## config.mk

```make
export PLATFORM = sky130hd
export DESIGN_NAME = mod_mul_seq
export DESIGN_NICKNAME = d
export VERILOG_FILES = /design/src/rtl/mod_mul_seq.sv
export SDC_FILE = /design/constraint.sdc
export NUM_CORES = 1
export LEC_CHECK = 0
export CAP_MARGIN = 10
export CORE_ASPECT_RATIO = 0.6
export CORE_MARGIN = 5
export CORE_UTILIZATION = 25
export DETAILED_ROUTE_END_ITERATION = 10
export GPL_ROUTABILITY_DRIVEN = 0
export PLACE_DENSITY = 0.43
export SYNTH_ARGS = -nofsm -noshare
export SYNTH_HDL_FRONTEND = slang
export SYNTH_SLANG_ARGS = --single-unit
```

## constraint.sdc

```tcl
create_clock -name clk -period 17.4 [get_ports clk]
set_clock_uncertainty 0.15 [all_clocks]
set_input_delay 5.22 -clock clk [delete_from_list [all_inputs] [get_ports clk]]
set_output_delay 5.22 -clock clk [all_outputs]
set_load 0.05 [all_outputs]
```

## src/rtl/mod_mul_seq.sv

```systemverilog
// Sequential modular-multiply front end: constant-time radix-2 shift-add product of two
// signed-magnitude operands, handed to the downstream Barrett reducer over enable/valid.
module mod_mul_seq #(
  parameter int W = 64
) (
  input  logic           clk,
  input  logic           rst,
  input  logic           start,
  input  logic [W-1:0]   op_a,
  input  logic           sign_a,
  input  logic [W-1:0]   op_b,
  input  logic           sign_b,
  output logic           busy,
  output logic           red_enable,
  output logic [2*W-1:0] red_a,
  output logic           red_sign,
  input  logic           red_valid,
  input  logic [W-1:0]   red_result,
  output logic           valid,
  output logic [W-1:0]   result
);

  localparam int CNT_W = $clog2(W);

  typedef enum logic [2:0] {
    IDLE,
    MULT,
    ISSUE,
    WAIT,
    DONE
  } state_t;

  state_t           state_q, state_d;
  logic [W-1:0]     mcand_q, mcand_d;
  logic [2*W-1:0]   acc_q, acc_d;
  logic             sgn_q, sgn_d;
  logic [CNT_W-1:0] cnt_q, cnt_d;
  logic [2*W-1:0]   red_a_q, red_a_d;
  logic             red_sign_q, red_sign_d;
  logic [W-1:0]     result_q, result_d;
  logic             valid_q, valid_d;

  logic [W:0]       partial;
  logic [2*W-1:0]   acc_shift;
  logic             last_iter;

  // One LSB-first iteration: add the multiplicand into the upper half when the
  // current multiplier bit is set, then shift the whole accumulator right.
  always_comb begin
    partial   = {1'b0, acc_q[2*W-1:W]} + {1'b0, (acc_q[0] ? mcand_q : {W{1'b0}})};
    acc_shift = {partial, acc_q[W-1:1]};
    last_iter = (cnt_q == CNT_W'(W - 1));
  end

  always_comb begin
    state_d    = state_q;
    mcand_d    = mcand_q;
    acc_d      = acc_q;
    sgn_d      = sgn_q;
    cnt_d      = cnt_q;
    red_a_d    = red_a_q;
    red_sign_d = red_sign_q;
    result_d   = result_q;
    valid_d    = valid_q;
    busy       = 1'b0;
    red_enable = 1'b0;

    case (state_q)
      IDLE, DONE: begin
        if (start) begin
          mcand_d = op_a;
          acc_d   = {{W{1'b0}}, op_b};
          sgn_d   = sign_a ^ sign_b;
          cnt_d   = '0;
          valid_d = 1'b0;
          state_d = MULT;
        end
      end
      MULT: begin
        busy  = 1'b1;
        acc_d = acc_shift;
        cnt_d = cnt_q + CNT_W'(1);
        if (last_iter) begin
          // A zero product is sent as positive so the reducer cannot answer p.
          red_a_d    = acc_shift;
          red_sign_d = sgn_q & (acc_shift != '0);
          state_d    = ISSUE;
        end
      end
      ISSUE: begin
        busy       = 1'b1;
        red_enable = 1'b1;
        state_d    = WAIT;
      end
      WAIT: begin
        busy = 1'b1;
        if (red_valid) begin
          result_d = red_result;
          valid_d  = 1'b1;
          state_d  = DONE;
        end
      end
      default: begin
        state_d = IDLE;
      end
    endcase
  end

  always_ff @(posedge clk or posedge rst) begin
    if (rst) begin
      state_q    <= IDLE;
      mcand_q    <= '0;
      acc_q      <= '0;
      sgn_q      <= 1'b0;
      cnt_q      <= '0;
      red_a_q    <= '0;
      red_sign_q <= 1'b0;
      result_q   <= '0;
      valid_q    <= 1'b0;
    end else begin
      state_q    <= state_d;
      mcand_q    <= mcand_d;
      acc_q      <= acc_d;
      sgn_q      <= sgn_d;
      cnt_q      <= cnt_d;
      red_a_q    <= red_a_d;
      red_sign_q <= red_sign_d;
      result_q   <= result_d;
      valid_q    <= valid_d;
    end
  end

  assign red_a    = red_a_q;
  assign red_sign = red_sign_q;
  assign result   = result_q;
  assign valid    = valid_q;

endmodule

```

* Yosys cells after proc, flatten, opt, wreduce, memory -nomap -nowiden
Index checks and enable logic that the tools add are counted.
Storage, ports and cells: word-level logic and storage cells 47, bits in registers 396, output and inout bits 196, bits in read-only memories 0, bits in latches 0, memories kept 0, input bits 198, bits in writable memories 0
Cells by class: mux-type cells 14, $lt $le $gt $ge 0, $mul 0, equality and inequality tests 8, $add $sub $neg 2, shift operators 0, div/mod/pow operators 0, bitwise gates (word level) 2, reductions and logical operators 12
Operators with widths (count):
- $pmux W128 S2 | 1
- $mux W128 | 1
- $reduce_bool A128 Y1 | 1
- $add A64 B64 Y65 | 1
- $mux W64 | 1
- $pmux W3 S4 | 1
- $pmux W6 S2 | 1
- $mux W3 | 3
- $reduce_and A2 Y1 | 4
- $add A6 B1 Y6 const B | 1
- $eq A3 B2 Y1 const B | 2
- $eq A6 B6 Y1 const B | 1
- $mux W6 | 1
- $ne A2 B2 Y1 const B | 3
- $reduce_and A3 Y1 | 2
- $mux W1 | 4
- $reduce_bool A2 Y1 | 2
- $eq A3 B1 Y1 const B | 1
- $eq A3 B3 Y1 const B | 1
- $logic_not A3 Y1 | 1
- $reduce_or A3 Y1 | 1
- $pmux W1 S2 | 1
- $reduce_or A2 Y1 | 1
- $and A1 B1 Y1 | 1
- $xor A1 B1 Y1 | 1

* Logic depth before layout (Yosys ltp)
depth in word-level cells 4, mapped depth 17, depth with buffers taken out 14

* Worst setup path before layout
Ideal clock, no wire load.
kind register to output, start point reg state_q[2], end point out red_enable, stages on the path, launching flop included 2, data arrival time 1.583 ns, slack 10.447 ns, buffers on the path 0, required time 12.030 ns, cells stage by stage dfrtp_1 > nor3b_1
On the way: word-level cells in the longest chain between the ends 2
RTL lines:
- from (decl) | line 33 | state_t state_q, state_d;
- from (signal assigned) | line 121 | state_q <= state_d;
- $eq A3 B2 Y1 | line 68 | case (state_q)
- $mux W1 | line 68
- to (decl) | line 14 | output logic red_enable,
Every way passes these cells.

* Worst setup path after layout
start point in start, end point reg cnt_q[2]
On the way: word-level cells in the longest chain between the ends 2
RTL lines:
- from (decl) | line 8 | input logic start,
- $ne A2 B2 Y1 (no source line)
- $reduce_and A2 Y1 (no source line)
- to (signal assigned) | line 125 | cnt_q <= cnt_d;
- to (decl) | line 37 | logic [CNT_W-1:0] cnt_q, cnt_d;
Every way passes these cells. A chain may end at the register's enable or synchronous reset.

==> impl_metrics.py <==
metrics = {
    "finish": {
        "final_cell_mix": "nand2_1, dfrtp_1, clkdlybuf4s50_1, a21oi_1, o21ai_0",
        "register_area_um2": 9910,
        "nFillCells": 8418,
        "drive_gt1_frac": 0.0754,
        "synthToLayoutAreaGrowth_pct": 31.4,
        "multi_input_comb_area_um2": 9970,
        "nets": 2855,
        "final_area_um2": 26900,
        "utilization": 0.330,
        "n_antenna_cell": 0,
        "layout_commonest_cell": "nand2_1",
    },
    "clock_network": {
        "clkSinkCount": 396,
        "clkTransAtPathRegs_ps": 70,
        "cts_tree": "yes",
        "clock_latency_ps": 600,
        "ctsResizeCount": 0,
        "cts_root_buf": "clkbuf_16",
        "cts_inserted_buffers": 45,
        "cts_setup_buffers": 0,
        "cts_hold_buf": 0,
        "cts_max_path_buffers": 3,
        "htreeDepth": 2,
    },
    "placement": {
        "placed_area_um2": 25300,
        "port_buffers": 393,
        "dp_hpwl_um": 54800,
    },
    "die": {
        "io_pins": 394,
        "die_w_um": 379,
        "dieHeight_um": 232,
        "start_util": 0.252,
        "coreArea_um2": 81300,
        "core.rowCount": 81,
        "die_area_um2": 87800,
    },
    "timing": {
        "hold_ws_ps": 319,
        "timing.slew.headroom": 0.208,
        "setup_viol": 0,
        "rsz0062_at_grt": "false",
        "tightest_slew_ps": 1190,
        "final_hold_viol_count": 0,
        "fmax_mhz": 124,
        "post-route-period-util": 0.462,
        "tns_ps": 0,
        "min_period_ps": 8040,
        "maxSlewViolCount": 0,
    },
    "setup_path": {
        "setup.worst_path.start_class": "primary input",
        "rr_worst_depth": 15,
        "crit_type": "in -> reg",
        "rr_startpoint": "acc_q[0]",
        "cp_data_required_time_ps": 17770,
        "regToRegEndpoint": "red_sign",
        "endpoint_kind": "register",
        "crit_fanout": 91,
        "r2r_slack_ps": 11700,
        "arrival_ps": 8410,
    },
    "outcome": {
        "status": "finished, final reports clean",
    },
    "routing": {
        "wl_per_cell_um": 20.2,
        "num_vias": 17816,
        "ant_nets": 0,
        "totalWireLength_um": 74900,
        "avgViaCountPerCell": 4.81,
        "drt_iter0_markers": 1404,
        "remaining_drc_errors": 0,
        "dr.pass1.iters": 8,
    },
    "power": {
        "p_comb_frac": 0.478,
        "total_power_w": 0.00464,
        "pwr-share-clk": 0.215,
        "p_switching_w": 0.00207,
        "p_int_w": 0.00256,
        "cellPowerDensity_nw_per_um2": 173,
        "max-vdd-ir-drop_mv": 0.0750,
        "p_leak_nw": 12.3,
        "switching_share": 0.447,
        "p_seq_frac": 0.307,
    },
    "logic_synthesis": {
        "ys_seq_area_frac": 0.485,
        "synth_cells": 2267,
        "synth_edf_count": 0,
        "ys_types": 88,
        "synth.avg_cell_area_um2": 9.02,
        "synthesis.nets": 2531,
        "ys_ff_latch": 396,
        "dominantRegCellSynth": "dfrtp_1",
        "async_reset_ff_frac": 1.00,
        "ys.warnings.count": 0,
        "synth_area_um2": 20400,
    },
    "global_routing": {
        "grt_pass1_wl_um": 115000,
        "overflow": 0,
        "antenna_found_initial": 4,
        "grt_max_degree": 127,
        "grt_pass1_vias": 18366,
        "grt_usage": 0.167,
    },
    "min_path": {
        "hp-start": "mcand_q[40]",
        "hp-class": "reg -> reg",
        "holdPathStages": 2,
        "worstHoldEndpoint": "mcand_q[40]",
    },
    "flow_run": {
        "cap_violations": 0,
    },
}
-- metrics by stage --
| stage | cells | setup slack (ps) |
|---|---|---|
| after global placement | 3623 | 8730 |
| after floorplan | 2267 | 1020 |
| after global routing | 3706 | 9110 |
| after CTS | 3706 | 9330 |
| after detailed placement | 3623 | 8660 |
| final | 3706 | 9360 |
-- critical path: stages --
cell and delay [ps]:
clkdlybuf4s50_1 450, and2_4 410, nor2_4 990, buf_4 970, o21ai_0 200, o21ai_0 110
-- Yosys cell counts (8+ instances only) --
cell / instances / share of area
nor3_1: 21 / 0.0051
a31oi_1: 9 / 0.0028
xnor2_1: 33 / 0.014
a22o_1: 49 / 0.021
clkbuf_1: 101 / 0.019
mux2i_1: 8 / 0.0039
a21oi_1: 81 / 0.020
o21ai_1: 13 / 0.0032
buf_1: 10 / 0.0018
a22oi_1: 65 / 0.024
buf_2: 14 / 0.0034
a211o_1: 8 / 0.0034
o21bai_1: 14 / 0.0051
mux2_2: 66 / 0.036
nand3_1: 22 / 0.0054
o211ai_1: 14 / 0.0051
xor2_1: 18 / 0.0077
a21o_1: 19 / 0.0070
nand4_1: 37 / 0.011
o21ai_0: 81 / 0.020
ha_1: 65 / 0.040
and3_1: 12 / 0.0037
and2_1: 72 / 0.022
o21a_1: 21 / 0.0077
inv_1: 16 / 0.0029
nor4_1: 21 / 0.0064
a211oi_1: 13 / 0.0048
dfrtp_1: 396 / 0.48
nand2_1: 782 / 0.14
nor2_1: 70 / 0.013
o31ai_1: 8 / 0.0029
-- power groups by stage --
stage | Clock, W | Sequential, W | Combinational, W
global placement | 0 | 0.00143 | 0.00219
finish | 0.000998 | 0.00142 | 0.00222
global route | 0.00107 | 0.00146 | 0.00243
detailed placement | 0 | 0.00143 | 0.00221
floorplan | 0 | 0.00154 | 0.00136
CTS | 0.00104 | 0.00142 | 0.00221
-- cell type report --
class | count | share of cell area
multi-input cells | 1724 | 0.371
flip-flops and latches | 396 | 0.369
repair buffers | 408 | 0.151
well taps | 1079 | 0.0503
clock buffers | 61 | 0.0472
clock inverters | 22 | 0.00927
inverters | 16 | 0.00252
-- metal layers --
metal	part of all wire	GRT usage	routed length (um)
met5	0.00063	0	47
met4	0.014	0.0281	1080
met3	0.072	0.0449	5420
met2	0.41	0.238	30600
met1	0.50	0.255	37800
-- flip-flops by register name, indices dropped and copies added, names as in the netlist --
name	count
acc_q	128
red_a	128
mcand_q	64
result	64
cnt_q	6
state_q	3
red_sign	1
sgn_q	1
valid	1
-- worst max-delay path by stage --
stage	to	startpoint
after floorplan	acc_q[0]	rst
after global placement	cnt_q[2]	start
after detailed placement	cnt_q[2]	start
after CTS	cnt_q[2]	start
after global routing	cnt_q[2]	start
final	cnt_q[2]	start
-- logic make-up (layout without fill, tap and decap cells) --
logic type      after synthesis  count (layout)  synth area share
buf+inv                     147             507            0.0295
mux                          74              74            0.0403
xor+xnor                     51              51            0.0218
compound gates              450             450             0.155
fa+ha+maj                    66              66            0.0408
simple gates               1083            1083             0.228
flops                       396             396             0.485
Note: power is estimated with default switching activity, not from simulation.
